**config.mk**
```make
export PLATFORM = sky130hd
export DESIGN_NAME = sap_cpu
export DESIGN_NICKNAME = d
export VERILOG_FILES = /design/src/rtl/sap_cpu.sv
export SDC_FILE = /design/constraint.sdc
export NUM_CORES = 1
export LEC_CHECK = 0
export ABC_AREA = 1
export CORE_MARGIN = 3
export CORE_UTILIZATION = 55
export CTS_BUF_LIST = sky130_fd_sc_hd__clkbuf_16
export CTS_CLUSTER_SIZE = 28
export DETAILED_ROUTE_END_ITERATION = 7
export PLACE_DENSITY = 0.8
export SKIP_LAST_GASP = 1
export SYNTH_ARGS = -nofsm -noshare
export SYNTH_HDL_FRONTEND = slang
export SYNTH_SLANG_ARGS = --single-unit
```
**constraint.sdc**
```tcl
create_clock -name fastClk -period 3.2 [get_ports fastClk]
set_input_delay 0.8 -clock fastClk [delete_from_list [all_inputs] [get_ports fastClk]]
set_output_delay 0.8 -clock fastClk [all_outputs]
set_load 0.03 [all_outputs]
```
**src/rtl/sap_cpu.sv**
```systemverilog
// SAP-1 style accumulator CPU: one-hot bus mux, five T-states per instruction,
// single-stepped by a clock enable, with a program-load port into its RAM.
module sap_cpu #(
    parameter int DATA_W = 8,
    parameter int ADDR_W = 4
) (
    input  logic              fastClk,
    input  logic              rst,
    input  logic              step,
    input  logic              prog_mode,
    input  logic              prog_we,
    input  logic [ADDR_W-1:0] prog_addr,
    input  logic [DATA_W-1:0] prog_data,
    output logic [DATA_W-1:0] out_data,
    output logic              out_valid,
    output logic              halted,
    output logic              carry_flag,
    output logic              zero_flag,
    output logic [ADDR_W-1:0] pc
);

    localparam int DEPTH = 2 ** ADDR_W;

    typedef enum logic [2:0] {T0, T1, T2, T3, T4} t_state_e;

    localparam logic [3:0] OP_LDA = 4'h1, OP_ADD = 4'h2, OP_SUB = 4'h3, OP_STA = 4'h4,
                           OP_LDI = 4'h5, OP_JMP = 4'h6, OP_JC  = 4'h7, OP_JZ  = 4'h8,
                           OP_OUT = 4'hE, OP_HLT = 4'hF;

    localparam int SEL_PC = 0, SEL_RAM = 1, SEL_IR = 2, SEL_A = 3, SEL_ALU = 4, N_SEL = 5;

    t_state_e          t_q, t_d;
    logic [ADDR_W-1:0] pc_q, pc_d, mar_q, mar_d;
    logic [DATA_W-1:0] ir_q, ir_d, a_q, a_d, b_q, b_d, out_q, out_d;
    logic              carry_q, carry_d, zero_q, zero_d, halted_q, halted_d, out_valid_q, out_valid_d;

    logic [DATA_W-1:0] mem [DEPTH];
    logic [DATA_W-1:0] ram_rd, bus;
    logic [N_SEL-1:0]  bus_sel;
    logic [3:0]        opcode;
    logic              is_sub;
    logic [DATA_W:0]   alu_sum;
    logic ld_mar, ld_ir, ld_a, ld_b, ld_out, ld_flags, ld_pc, pc_inc, ram_we, halt_set;

    assign opcode  = ir_q[DATA_W-1 -: 4];
    assign is_sub  = (opcode == OP_SUB);
    assign alu_sum = {1'b0, a_q} + {1'b0, (is_sub ? ~b_q : b_q)} + (DATA_W+1)'(is_sub);
    assign ram_rd  = mem[mar_q];

    // Control: decode T-state and opcode into bus select and load strobes.
    // NOTE: every signal driven here gets a default first so no latch is inferred.
    always_comb begin
        t_d      = t_q;
        bus_sel  = '0;
        ld_mar   = 1'b0;
        ld_ir    = 1'b0;
        ld_a     = 1'b0;
        ld_b     = 1'b0;
        ld_out   = 1'b0;
        ld_flags = 1'b0;
        ld_pc    = 1'b0;
        pc_inc   = 1'b0;
        ram_we   = 1'b0;
        halt_set = 1'b0;
        if (prog_mode) begin
            t_d = T0;
        end else if (step && !halted_q) begin
            t_d = (t_q == T4) ? T0 : t_state_e'(t_q + 3'd1);
            case (t_q)
                T0: begin bus_sel[SEL_PC] = 1'b1; ld_mar = 1'b1; end
                T1: begin bus_sel[SEL_RAM] = 1'b1; ld_ir = 1'b1; pc_inc = 1'b1; end
                T2: case (opcode)
                    OP_LDA, OP_ADD, OP_SUB, OP_STA: begin bus_sel[SEL_IR] = 1'b1; ld_mar = 1'b1; end
                    OP_LDI: begin bus_sel[SEL_IR] = 1'b1; ld_a = 1'b1; end
                    OP_JMP: begin bus_sel[SEL_IR] = 1'b1; ld_pc = 1'b1; end
                    OP_JC:  begin bus_sel[SEL_IR] = 1'b1; ld_pc = carry_q; end
                    OP_JZ:  begin bus_sel[SEL_IR] = 1'b1; ld_pc = zero_q; end
                    OP_OUT: begin bus_sel[SEL_A] = 1'b1; ld_out = 1'b1; end
                    OP_HLT: begin halt_set = 1'b1; t_d = t_q; end
                    default: ;
                endcase
                T3: case (opcode)
                    OP_LDA:         begin bus_sel[SEL_RAM] = 1'b1; ld_a = 1'b1; end
                    OP_ADD, OP_SUB: begin bus_sel[SEL_RAM] = 1'b1; ld_b = 1'b1; end
                    OP_STA:         begin bus_sel[SEL_A] = 1'b1; ram_we = 1'b1; end
                    default: ;
                endcase
                T4: if (opcode == OP_ADD || opcode == OP_SUB) begin
                    bus_sel[SEL_ALU] = 1'b1;
                    ld_a             = 1'b1;
                    ld_flags         = 1'b1;
                end
                default: ;
            endcase
        end
    end

    assign bus = ({DATA_W{bus_sel[SEL_PC]}}  & DATA_W'(pc_q))
               | ({DATA_W{bus_sel[SEL_RAM]}} & ram_rd)
               | ({DATA_W{bus_sel[SEL_IR]}}  & DATA_W'(ir_q[ADDR_W-1:0]))
               | ({DATA_W{bus_sel[SEL_A]}}   & a_q)
               | ({DATA_W{bus_sel[SEL_ALU]}} & alu_sum[DATA_W-1:0]);

    always_comb begin
        mar_d       = ld_mar ? bus[ADDR_W-1:0] : mar_q;
        ir_d        = ld_ir  ? bus : ir_q;
        a_d         = ld_a   ? bus : a_q;
        b_d         = ld_b   ? bus : b_q;
        out_d       = ld_out ? bus : out_q;
        out_valid_d = ld_out;
        carry_d     = ld_flags ? alu_sum[DATA_W] : carry_q;
        zero_d      = ld_flags ? (alu_sum[DATA_W-1:0] == '0) : zero_q;
        pc_d        = pc_q;
        halted_d    = halted_q;
        if (prog_mode) begin
            pc_d     = '0;
            halted_d = 1'b0;
        end else begin
            if (pc_inc)   pc_d     = pc_q + 1'b1;
            if (ld_pc)    pc_d     = bus[ADDR_W-1:0];
            if (halt_set) halted_d = 1'b1;
        end
    end

    // NOTE: sequential state uses non-blocking assignments so every register samples pre-edge values.
    always_ff @(posedge fastClk or posedge rst) begin
        if (rst) begin
            t_q         <= T0;
            pc_q        <= '0;
            mar_q       <= '0;
            ir_q        <= '0;
            a_q         <= '0;
            b_q         <= '0;
            out_q       <= '0;
            out_valid_q <= 1'b0;
            carry_q     <= 1'b0;
            zero_q      <= 1'b0;
            halted_q    <= 1'b0;
        end else begin
            t_q         <= t_d;
            pc_q        <= pc_d;
            mar_q       <= mar_d;
            ir_q        <= ir_d;
            a_q         <= a_d;
            b_q         <= b_d;
            out_q       <= out_d;
            out_valid_q <= out_valid_d;
            carry_q     <= carry_d;
            zero_q      <= zero_d;
            halted_q    <= halted_d;
        end
    end

    // NOTE: the RAM array has no reset; rst only blocks a core store in flight.
    always_ff @(posedge fastClk) begin
        if (prog_mode && prog_we) begin
            mem[prog_addr] <= prog_data;
        end else if (ram_we && !rst) begin
            mem[mar_q] <= bus;
        end
    end

    assign out_data   = out_q;
    assign out_valid  = out_valid_q;
    assign halted     = halted_q;
    assign carry_flag = carry_q;
    assign zero_flag  = zero_q;
    assign pc         = pc_q;

endmodule
```
==> metrics.cfg, run 1 <==
[run_status]
outcome=completed

[worst_setup_path]
r2r_cells=13
setup.worst_path.start_class=flip-flop
arrival_ns=3.13
path_delay_family=simple AND/OR/NAND/NOR gates
endpoint_kind=flip-flop
r2r_start=ir_q[4]
cp_slowest_cell=fa_1
reg2reg_slack_ns=0.26
crit_chain=nand2_1 -> inv_1 -> nand2_1 -> xor2_1 -> fa_1 -> xnor2_1 -> nand2_1 -> nand3_1 -> nor2_1 -> nand2_1 -> nand2_1 -> nand2_1 -> buf_12
crit_fanout=16
critPathBufInv=2
reg2reg_to=mem[12][2]
path_class=flip-flop to flip-flop
worst_path_most_repeated_cell=nand2_1
max_stage_delay_ns=0.44
crit_required_ns=3.38

[clock_tree]
hold_buffers=0
clock_latency_ns=0.44
cts.sinks=175
ctsResizeCount=0
cts.clk_slew.worst_paths_ns=0.06
htreeDepth=4
cts_tree=done
root_buffer=clkbuf_16
post-cts-setup-buffers=0
cts_buffer_depth=2
numCtsBuffers=17

[synthesis]
synth_xor_area_frac=0.01268
synth_fa_ha_area_frac=0.02204
synthMuxAreaShare=0
ys_top_cells_by_area=edfxtp_1 (46%), dfrtp_1 (14%), nand2_1 (14%)
syn_inst=870
synth_top_area_share=0.4637
yosysTopAreaCell=edfxtp_1
synth_top_family_by_area=simple AND/OR/NAND/NOR gates
netlist-cell-type-count=39
synth-simple-area-share=0.2749
ys_async_sr_fraction=0.2686
yosysSeqAreaShare=0.6056
synth_compound_area_frac=0.03985
postSynthAreaPerCell_um2=9.528
syn_nets=901
ys_ff_latch=175
synth-warning-count=0
synth_edf_count=128
netlist_area_um2=8289
synthFlopType=edfxtp_1

[timing]
max_slew_margin=0.5504
setup_viol=0
tns_ns=0
tightest_slew_ns=0.6745
report.final.slew_viol_count=0
period_share=0.9199
finalClockSkew_ns=0.01238
hold_viol_final=0
rsz0062_at_grt=false
min_period_ns=2.944
fmax_mhz=339.7
holdWs_ns=0.4910

[route]
dr.pass1.iters=7
viasPerCell=5.786
wl_mm=20.68
antenna_left=0
via_count=6584
wl_per_cell_um=18.17
drc=0
drt_first_iter_violations=802

[hold_path]
worst_hold_path_type=flip-flop to flip-flop
min-delay-start=out_data[3]
hold_path_end=out_data[3]
hold_depth=2

[global_routing]
grt_pass1_vias=6376
overflow=0
grt_max_degree=65
globalRouteTotalUtil=0.2603
antenna_found_initial=0
grt_pass1_wl_mm=32.77

[finish]
fin_nets=972
fin_area_um2=9744
synthToLayoutAreaGrowth_pct=17.55
drive_above_1_share=0.1164
fillCellCount=1088
antenna_cells=0
post-route-util=0.6654
register_area_um2=5021
multi_input_area_um2=2897

[floorplanning]
core_um2=14640
fp.dieW_um=128.8
dieArea_um2=16580
num_io_pins=33
rows=44
start_util=0.5660
die_h_um=128.8

[power_and_ir_drop]
powerDensity_nw_per_um2=525.1
ir_drop_v=0.0005014
p_leak_uw=0.004125

[placement]
dp_hpwl_mm=14.17
placement.io_buffers=32
gp_congestion=0.9602
dpl_cell_area_um2=9178

[run]
drv_cap=0

==> power breakdown <==
part	switching (uW)	total [uW]	internal [uW]
combinational	416	623	206
clock	895	1980	1080
sequential	36.1	2520	2480
==> worst max path at each step <==
stage                 start         end  slack [ns]  cells past startpoint
floorplan           ir_q[7]   mem[0][6]        0.55                     12
global placement       step  mem[15][3]        0.17                     10
detailed placement     step   mem[3][3]        0.11                     10
CTS                 ir_q[4]  mem[12][5]        0.29                     17
global route        ir_q[4]  mem[11][5]        0.05                     17
finish              ir_q[4]  mem[12][2]        0.26                     13
==> tightest hold or removal path, cell delays in order, from the launching register on <==
cell and delay, ns:
dfrtp_1 0.35, nand2_1 0.06, nand2_1 0.05
==> cell families after synthesis <==
logic type                 Yosys count
DFF                                175
adders and majority gates           14
and+or+nand+nor                    521
xor gates and xnor gates            12
AOI/OAI and AO/OA                   58
buffers and inverters               90
==> sequential cells by signal, indices dropped and copies added, names as in the netlist <==
signal      flops
a_q             8
b_q             8
carry_flag      1
halted          1
ir_q            8
mar_q           4
mem           128
out_data        8
out_valid       1
pc              4
t_q             3
zero_flag       1
==> metrics by stage <==
step,cells,total power [uW],worst slack [ns]
floorplan,870,2943,0.5467
global placement,1106,3155,0.1651
detailed placement,1106,3176,0.1087
CTS,1138,5138,0.2863
global route,1138,5293,0.04724
finish,1138,5117,0.2563
==> cell type report <==
| cell class | instances | area share |
|---|---|---|
| Sequential cell | 175 | 0.5153 |
| Multi-Input combinational cell | 605 | 0.2973 |
| Timing Repair Buffer | 83 | 0.08243 |
| Clock buffer | 17 | 0.04366 |
| Tap cell | 184 | 0.02363 |
| Inverter | 59 | 0.02324 |
| Clock inverter | 15 | 0.01451 |
==> synth_stat cells (3+ instances only) <==
cell	number
nand2_1	299
nand3_1	148
edfxtp_1	128
inv_1	50
dfrtp_1	47
nor2_1	45
o21ai_0	19
a21oi_1	17
clkbuf_1	13
ha_1	13
buf_2	12
a31oi_1	8
xor2_1	7
inv_2	5
nand4_1	5
nor2_4	5
xnor2_1	5
buf_1	4
nor3_1	4
clkinv_1	3
nand2_2	3
nand2_4	3
o21ai_1	3
o21ai_2	3
==> routing by layer <==
layer,vias to the layer above,part of all wire,track usage,routed length (um)
li1,3079,-,-,-
met1,3113,0.39,0.3254,8092
met2,335,0.49,0.4241,10090
met3,57,0.086,0.07347,1776
met4,0,0.035,0.1161,724
met5,-,0,0,0
==> cell usage in the layout, fill, tap and decap left out, drive strengths merged <==
| master | n |
|---|---|
| nor3 | 4 |
| a22oi | 2 |
| ha | 13 |
| edfxtp | 128 |
| a31oi | 8 |
| clkinvlp | 2 |
| a21oi | 18 |
| a21o | 1 |
| nand3 | 150 |
| buf | 51 |
| xor2 | 7 |
| o21ai | 25 |
| fa | 1 |
| inv | 63 |
| nor2 | 53 |
| o211ai | 2 |
| nand2 | 305 |
| clkbuf | 17 |
| bufinv | 1 |
| or2 | 2 |
| dfrtp | 47 |
| nand4 | 5 |
| o22ai | 2 |
| clkdlybuf4s50 | 32 |
| xnor2 | 5 |
| nor4 | 1 |
| clkinv | 8 |
| nand3b | 1 |
(Power assumes the default switching activity.)
==> run 2, diff against run 1 <==
Settings changed: CORE_MARGIN 3 to 2.
==> run 2 against run 1 <==
Compared with the run above: register-to-register slack better by 0.09 ns; design area about the same; utilization up 0.051 points; clock skew about the same; die area down 3.1%; final cell count down 0.26%; highest routed layer unchanged; non-clock buffer count down 2; worst hold slack worse by 0.0070 ns; largest power group unchanged.
==> metrics.cfg, run 2 (synthesized netlist as in run 1, its figures left out) <==
[run_status]
outcome=completed

[timing]
tightest_slew_ns=1.061  ; +0.3862 ns
period_share=0.8910  ; -0.02888
fmax_mhz=350.7  ; +3.2%
hold_viol_final=0  ; unchanged
setup_viol=0  ; unchanged
report.final.slew_viol_count=0  ; unchanged
holdWs_ns=0.4841  ; -0.006965 ns
tns_ns=0  ; unchanged
min_period_ns=2.851  ; -0.09242 ns
rsz0062_at_grt=false
max_slew_margin=0.2885  ; -0.2618
finalClockSkew_ns=0.01190  ; -0.0004840 ns

[worst_setup_path]
setup.worst_path.start_class=flip-flop
r2r_cells=18  ; +5
r2r_start=ir_q[6]
path_class=flip-flop to flip-flop
reg2reg_slack_ns=0.35  ; +0.09 ns
crit_required_ns=3.44  ; +0.06 ns
endpoint_kind=flip-flop
crit_fanout=16  ; unchanged
reg2reg_to=mem[9][7]
arrival_ns=3.09  ; -0.04 ns

[finish]
fin_cells=1135  ; -0.26%
fin_area_um2=9752  ; about the same
mostFrequentLayoutCells=nand2_1 (298), nand3_1 (148), edfxtp_1 (128)
register_area_um2=5021  ; unchanged
fillCellCount=1121  ; +3.0%
fin_nets=970  ; -0.21%
synthToLayoutAreaGrowth_pct=17.65  ; about the same
post-route-util=0.6659  ; about the same
multi_input_area_um2=2899  ; about the same
max_flop_register=mem
largest_reg_flops=128  ; unchanged
final_common_cell=nand2_1
antenna_cells=0  ; unchanged
drive_above_1_share=0.1167  ; +0.0003670

[floorplanning]
num_io_pins=33  ; unchanged
core_um2=14640  ; unchanged
fp.dieW_um=126.8  ; -1.6%
rows=44  ; unchanged
dieArea_um2=16070  ; -3.1%
die_h_um=126.8  ; -1.6%
start_util=0.5660  ; unchanged

[power_and_ir_drop]
power_frac_seq=0.482  ; -0.010
clkPwrFrac=0.402  ; +0.016
intPower_uw=3862  ; +2.4%
powerDensity_nw_per_um2=535.0  ; +1.9%
power_switching_uw=1356  ; +0.63%
combPwrFrac=0.116  ; -0.006
ir_drop_v=0.0004380  ; -13%
swShare=0.2599  ; -0.003443
p_leak_uw=0.004121  ; -0.11%

[global_routing]
antenna_found_initial=0  ; unchanged
grt_max_degree=65  ; unchanged
globalRouteTotalUtil=0.2631  ; +0.002813
overflow=0  ; unchanged
grt_pass1_vias=6074  ; -4.7%
grt_pass1_wl_mm=31.69  ; -3.3%

[route]
wl_mm=20.08  ; -2.9%
viasPerCell=5.681  ; -1.8%
via_count=6448  ; -2.1%
antenna_left=0  ; unchanged
drc=0  ; unchanged
dr.pass1.iters=5  ; -2
wl_per_cell_um=17.69  ; -2.6%
drt_first_iter_violations=692  ; -14%

[placement]
place_inst=1104  ; -0.18%
gp_congestion=0.9310  ; -3.0%
placement.io_buffers=32  ; unchanged
dpl_cell_area_um2=9150  ; -0.30%
dp_hpwl_mm=13.88  ; -2.0%

[clock_tree]
cts_tree=done
cts.sinks=175  ; unchanged
numCtsBuffers=17  ; unchanged
cts.clk_slew.worst_paths_ns=0.07  ; about the same
hold_buffers=0  ; unchanged
root_buffer=clkbuf_16
cts_buffer_depth=2  ; unchanged
clock_latency_ns=0.44  ; about the same
htreeDepth=4  ; unchanged

[run]
drv_cap=0  ; unchanged

[hold_path]
min-delay-start=out_data[5]
worst_hold_path_type=flip-flop to flip-flop
hold_depth=2  ; unchanged
hold_path_end=out_data[5]

## run 2: cell types whose count changed in the layout (fill, tap and decap cells not counted)
cell	previous run	this run
nand2_1	299	298
clkinv_1	3	4
inv_8	1	3
buf_4	43	42
clkinv_2	1	0
clkinv_4	3	1
inv_6	4	6
clkinvlp_4	2	1
nand2_2	3	4
bufinv_16	1	2
inv_1	51	48
buf_12	8	7
## run 2: cell type report
class / count / area share
sequential: 175 / 0.5149
multi-input combinational: 605 / 0.2973
clock inverter: 14 / 0.01783
clock buffer: 17 / 0.04362
tap: 184 / 0.02361
inverter: 59 / 0.02322
timing repair buffer: 81 / 0.07955
## run 2: stage by stage
step	setup WS (ns)	total power, uW
after CTS	0.2245	5226
after floorplan	0.5467	2943
after global placement	0.07285	3153
after global routing	0.09153	5365
final	0.3487	5218
after detailed placement	0.03892	3159
## run 2: power by group through the flow
stage | Sequential (uW) | Combinational, uW | Clock (uW)
after detailed placement | 2560 | 599 | 0
after global routing | 2520 | 667 | 2180
after global placement | 2560 | 591 | 0
after floorplan | 2560 | 379 | 0
final | 2510 | 606 | 2100
after CTS | 2510 | 601 | 2110
## run 2: repair_timing
item,4_1_cts,5_1_grt
resized for setup,0,1
endpoints found under the setup margin,0,16
buffers inserted,0,0
## run 2: how the worst max path moves through the flow
stage | to | depth (start not counted) | from | slack, ns
2_1_floorplan | mem[0][6] | 12 | ir_q[7] | 0.55
3_3_place_gp | mem[8][5] | 11 | step | 0.07
3_5_place_dp | mem[8][7] | 11 | step | 0.04
4_1_cts | mem[9][7] | 18 | ir_q[6] | 0.22
5_1_grt | mem[9][7] | 19 | ir_q[4] | 0.09
6_report | mem[9][7] | 18 | ir_q[6] | 0.35
## run 2: metal layers
layer / up-vias / share of wire / wire, um / GRT usage
li1: 3071 / - / - / -
met1: 2984 / 0.39 / 7845 / 0.3328
met2: 347 / 0.50 / 9946 / 0.4417
met3: 46 / 0.080 / 1602 / 0.05061
met4: 0 / 0.034 / 688 / 0.1235
met5: - / 0 / 0 / 0
## run 2: worst max-delay path, stage by stage (launching register included)
cell	delay, ns
dfrtp_1	0.45
nor2_4	0.16
nand2_2	0.18
xor2_1	0.19
ha_1	0.37
nand2_1	0.09
nand2_1	0.05
inv_1	0.10
nor2_1	0.05
nor2_1	0.08
nand2_1	0.10
nand2_1	0.10
nand2_1	0.06
nand2_1	0.08
nand3_1	0.10
nand2_1	0.10
nand2_1	0.07
nand2_1	0.07
buf_4	0.25
